<file path="src/rtl/regfile_pkg.sv">
// Shared defaults, index helper and constants for the multi-port register file.
package regfile_pkg;

    localparam int WIDTH_DEF    = 32;
    localparam int DEPTH_DEF    = 32;
    localparam int NUM_READ_DEF = 2;

    // Address width for a given depth; a depth of 1 would give 0, so floor at 1.
    function automatic int addr_w(input int depth);
        return (depth > 1) ? $clog2(depth) : 1;
    endfunction

    localparam int AW_DEF = addr_w(DEPTH_DEF);

    typedef logic [AW_DEF-1:0] reg_idx_t;

    localparam int       ZERO_REG     = 0;
    localparam reg_idx_t ZERO_REG_IDX = reg_idx_t'(ZERO_REG);

endpackage

</file>
<file path="src/rtl/regfile_scoreboard.sv">
// Pending-write scoreboard: one bit per register, set by decode reservations,
// cleared by writeback or flush; exposes per-read-port pending lookups and busy_any.
module regfile_scoreboard
    import regfile_pkg::*;
#(
    parameter int DEPTH    = DEPTH_DEF,
    parameter int NUM_READ = NUM_READ_DEF,
    parameter int AW       = addr_w(DEPTH)
) (
    input  logic                   clk,
    input  logic                   rst,
    input  logic                   i_resv_valid,
    input  logic [AW-1:0]          i_resv_addr,
    input  logic                   i_clr_valid,
    input  logic [AW-1:0]          i_clr_addr,
    input  logic                   i_flush,
    input  logic [NUM_READ*AW-1:0] i_lookup_addr,
    output logic [NUM_READ-1:0]    o_pending,
    output logic                   o_busy_any
);

    logic [DEPTH-1:0] r_pending;
    logic [DEPTH-1:0] w_pending_nxt;

    // Clear first so a same-cycle reservation of the written register wins;
    // flush then overrides any reservation.
    always_comb begin
        w_pending_nxt = r_pending;
        if (i_clr_valid && (i_clr_addr != AW'(ZERO_REG)))
            w_pending_nxt[i_clr_addr] = 1'b0;
        if (i_flush)
            w_pending_nxt = '0;
        else if (i_resv_valid && (i_resv_addr != AW'(ZERO_REG)))
            w_pending_nxt[i_resv_addr] = 1'b1;
    end

    always_ff @(posedge clk) begin
        if (!rst)
            r_pending <= '0;
        else
            r_pending <= w_pending_nxt;
    end

    for (genvar p = 0; p < NUM_READ; p++) begin : g_lookup
        assign o_pending[p] = r_pending[i_lookup_addr[p*AW +: AW]];
    end

    assign o_busy_any = |r_pending;

endmodule

</file>
<file path="src/rtl/register_file_mp.sv">
// Parametrised multi-read-port register file with pending-write scoreboard.
// Optional same-cycle write-to-read bypass when REGFILE_BYPASS_EN is defined.
module register_file_mp
    import regfile_pkg::*;
#(
    parameter int WIDTH    = WIDTH_DEF,
    parameter int DEPTH    = DEPTH_DEF,
    parameter int NUM_READ = NUM_READ_DEF,
    localparam int AW      = addr_w(DEPTH)
) (
    input  logic                      clk,
    input  logic                      rst,
    input  logic [NUM_READ*AW-1:0]    rs_addr,
    output logic [NUM_READ*WIDTH-1:0] rs_data,
    output logic [NUM_READ-1:0]       rs_ready,
    input  logic [AW-1:0]             rd_addr,
    input  logic [WIDTH-1:0]          write_data,
    input  logic                      regWrite,
    input  logic                      resv_valid,
    input  logic [AW-1:0]             resv_addr,
    input  logic                      flush,
    output logic                      busy_any
);

    logic [WIDTH-1:0]    r_regs [DEPTH];
    logic                w_wr_en;
    logic [NUM_READ-1:0] w_pending;

    assign w_wr_en = regWrite && (rd_addr != AW'(ZERO_REG));

    // Register 0 is never written, so reset alone keeps it at zero.
    always_ff @(posedge clk) begin
        if (!rst) begin
            for (int i = 0; i < DEPTH; i++)
                r_regs[i] <= '0;
        end else if (w_wr_en) begin
            r_regs[rd_addr] <= write_data;
        end
    end

    regfile_scoreboard #(
        .DEPTH    (DEPTH),
        .NUM_READ (NUM_READ),
        .AW       (AW)
    ) u_scoreboard (
        .clk           (clk),
        .rst           (rst),
        .i_resv_valid  (resv_valid),
        .i_resv_addr   (resv_addr),
        .i_clr_valid   (w_wr_en),
        .i_clr_addr    (rd_addr),
        .i_flush       (flush),
        .i_lookup_addr (rs_addr),
        .o_pending     (w_pending),
        .o_busy_any    (busy_any)
    );

    for (genvar p = 0; p < NUM_READ; p++) begin : g_rd
        logic [AW-1:0] w_addr;
        logic          w_zero;
        assign w_addr = rs_addr[p*AW +: AW];
        assign w_zero = (w_addr == AW'(ZERO_REG));
`ifdef REGFILE_BYPASS_EN
        // Writeback to the same register completes the hazard this cycle.
        logic w_byp;
        assign w_byp = w_wr_en && (rd_addr == w_addr);
        assign rs_data[p*WIDTH +: WIDTH] = w_zero ? '0 :
                                           w_byp  ? write_data : r_regs[w_addr];
        assign rs_ready[p] = w_zero | w_byp | ~w_pending[p];
`else
        assign rs_data[p*WIDTH +: WIDTH] = w_zero ? '0 : r_regs[w_addr];
        assign rs_ready[p] = w_zero | ~w_pending[p];
`endif
    end

endmodule

</file>
<file path="config.mk">
export PLATFORM = sky130hd
export DESIGN_NAME = register_file_mp
export DESIGN_NICKNAME = d
export VERILOG_FILES = /design/src/rtl/regfile_pkg.sv /design/src/rtl/regfile_scoreboard.sv /design/src/rtl/register_file_mp.sv
export SDC_FILE = /design/constraint.sdc
export NUM_CORES = 2
export LEC_CHECK = 0
export ABC_CLOCK_PERIOD_IN_PS = 5900
export BUFFER_PORTS_ARGS = -buffer_cell sky130_fd_sc_hd__clkbuf_2
export CELL_PAD_IN_SITES_DETAIL_PLACEMENT = 0
export CELL_PAD_IN_SITES_GLOBAL_PLACEMENT = 1
export CORE_ASPECT_RATIO = 0.7
export CORE_UTILIZATION = 56
export CTS_BUF_LIST = sky130_fd_sc_hd__clkbuf_4 sky130_fd_sc_hd__clkbuf_8
export DETAILED_ROUTE_END_ITERATION = 10
export PLACE_DENSITY = 0.87
export SLEW_MARGIN = 40
export SYNTH_ARGS = -nofsm -noshare
export SYNTH_HDL_FRONTEND = slang
export SYNTH_HIERARCHICAL = 1
export SYNTH_SLANG_ARGS = --single-unit
</file>
<file path="constraint.sdc">
create_clock -name clk -period 5.9 [get_ports clk]
set_input_delay 1.475 -clock clk [delete_from_list [all_inputs] [get_ports clk]]
set_output_delay 1.475 -clock clk [all_outputs]
set_load 0.02 [all_outputs]
</file>
==> flow_summary.toml <==
[routing]
num_vias = 38700
avgRoutedWirePerCell_um = 34.1
drtIter0Drc = 6664
vias_per_cell = 7.01
routed_wl_um = 188000
ant_nets = 0
drc = 0
drt_first_pass_iters = 8

[final_layout]
syn_to_final_growth_pct = 12.3
multi_input_area_um2 = 24100
seqCellArea_um2 = 31400
drive_gt1_share_pct = 27.8
finalNonFillerCells = 5515
n_fill_cell = 7166
fin_nets = 4122

[die]
rows = 97
start_util_pct = 56.6
dieHeight_um = 268
coreArea_um2 = 100000
die_area_um2 = 103000
num_io_pins = 124
dieWidth_um = 382

[cts]
clk_pin_slew_worst_paths_ns = 0.06
holdBufCountCts = 0
post-cts-setup-buffers = 0
root_buffer = "clkbuf_8"
clock-sinks = 1056
clockBufferDepth = 3
cts_made_buffers = 161
cts_tree = "done"
ctsResizeCount = 0
htreeDepth = 4
clk_latency_ns = 0.87

[global_routing]
antenna_found_initial = 13
grt_pass1_wl_um = 267000
grt_max_degree = 51
grt_util_all_layers_pct = 36.9
grt_pass1_vias = 38000
grt-ovfl-total = 0

[setup_path]
critPathArrivalTime_ns = 4.19
path_class = "in -> out"
max_stage_delay_ns = 0.53
cp_max_fo = 32
startpoint_type = "input pin"
worst_path_max_delay_cell = "mux4_2"
cp_data_required_time_ns = 4.43
crit_chain = "buf_8 > buf_12 > buf_4 > mux4_2 > a22o_1 > a211oi_1 > nor3_1 > clkbuf_2"
cp-end-kind = "output port"

[run_status]
status = "finished clean"

[logic_synthesis]
avgSynthCellArea_um2 = 14.5
synth_seq_cells = 1056
synth-edff-count = 1024
synthTopCellsByCount = "edfxtp_1, and2_1, mux4_2, clkbuf_1, mux2i_1"
ys_seq_area_share_pct = 55.4
yosysWarnings = 6
ys.flop_type = "edfxtp_1"
ys_top_cells_by_area = "edfxtp_1, mux4_2, and2_1"
syn_area_um2 = 56700
netlist_instances = 3907
yosys.cell_types.count = 53
synth_area_leader_cell = "edfxtp_1"
yosysTopAreaCellShare_pct = 54.3
ys_async_sr_fraction_pct = 0
synth.most_common_cell = "edfxtp_1"

[placed_design]
dpl.hpwl_um = 120000
routabilityCongestion = 0.897
io_buffers = 123
post-place-cells = 5235

[sta]
slew_violations = 0
fin_setup_tns_ns = 0
max_slew_margin_pct = 37.9
period_share_pct = 96.0
finClkSkew_ns = 0
layout_min_cycle_time_ns = 5.67
worst_slew_pin_slew_ns = 0.929
rsz0062_at_grt = "false"
hold_viol_final = 0
setup_viol = 0
fmax_mhz = 177

[job]
maxCapViolations = 0

[power]
p_leak_nw = 22.4
ir_drop_mv = 0.209
p_per_area_nw_per_um2 = 270

[min_path]
hold_class = "reg -> reg"
[power by group]
part	internal, mW	switching, mW	total [mW]
Clock	3.02	2.96	5.99
Combinational	0.947	1.38	2.33
Sequential	8.63	0.232	8.86
Total	12.6	4.58	17.2
[cells in the final DEF, fill, tap and decap left out, types with 24 or more instances in the layout]
cell type / instances
a211oi_1: 43
a21oi_1: 63
a22o_1: 48
a22oi_1: 74
and2_1: 1011
buf_12: 24
buf_4: 188
buf_8: 24
clkbuf_2: 115
clkbuf_4: 46
clkbuf_8: 172
clkinv_1: 30
conb_1: 32
dfxtp_1: 32
edfxtp_1: 1024
mux2_2: 37
mux2i_1: 279
mux4_2: 412
nand2_1: 47
nor2_4: 34
nor2b_1: 40
nor3_1: 46
o21ai_0: 32
o21ai_4: 31
o221ai_1: 28
o22ai_1: 42
[cells by family (layout without fill, tap and decap cells)]
logic type | count (synthesis) | count (layout) | synth area share (%)
flip-flops | 1056 | 1056 | 55.4
other | 1 | 40 | 0.00662
buffers and inverters | 415 | 648 | 3.49
AND/OR/NAND/NOR | 1272 | 1272 | 13.6
multiplexers | 728 | 728 | 22.0
AO/OA/AOI/OAI | 435 | 435 | 5.53
[through the flow]
stage / hold slack [ns] / worst slack (ns) / util [%] / total power, mW / area (µm²)
final: 0.504 / 0.235 / 63.5 / 17.2 / 63600
after global routing: 0.542 / 0.225 / 63.5 / 17.5 / 63600
after CTS: 0.502 / 0.277 / 63.5 / 17.1 / 63500
after detailed placement: 0.493 / 0.290 / 60.5 / 11.3 / 60600
after global placement: 0.481 / 0.332 / 59.6 / 11.2 / 59700
after floorplan: 0.433 / 0.815 / - / 10.3 / 56800
[layer usage]
layer / GRT usage (%) / part of all wire, % / vias to the layer above
li1: - / - / 15400
met1: 52.4 / 38 / 19400
met2: 52.1 / 43 / 3391
met3: 11.6 / 15 / 500
met4: 17.0 / 4.3 / 8
met5: 0.0926 / 0.022 / -
[state kept, by name, summed over array words and instances, names as in the netlist]
| name | count |
|---|---|
| r_regs | 1024 |
| u_scoreboard/r_pending | 32 |
[layout make-up]
type	instances	area share [%]
repair buffers	375	5.41
diodes	8	0.0315
clock inverters	52	0.444
inverters	4	0.0236
multi-input cells	2467	37.9
well taps	1336	2.63
flip-flops and latches	1056	49.3
clock buffers	217	4.24
[critical path: cells and delay by family]
| kind | cells | cell delay, ns |
|---|---|---|
| compound gates | 2 | 0.73 |
| mux | 1 | 0.53 |
| simple gates | 1 | 0.20 |
| buf+inv | 4 | 1.20 |
[worst paths after layout]
kind / from / end / slack (ns) / cells past startpoint
min reg2reg: u_scoreboard/r_pending[0] / u_scoreboard/r_pending[0] / 0.50 / 2
max reg2reg: u_scoreboard/r_pending[22] / u_scoreboard/r_pending[22] / 4.97 / 2
min: u_scoreboard/r_pending[0] / u_scoreboard/r_pending[0] / 0.50 / 2
max: rs_addr[5] / rs_data[34] / 0.23 / 8
(Power assumes the default switching activity.)
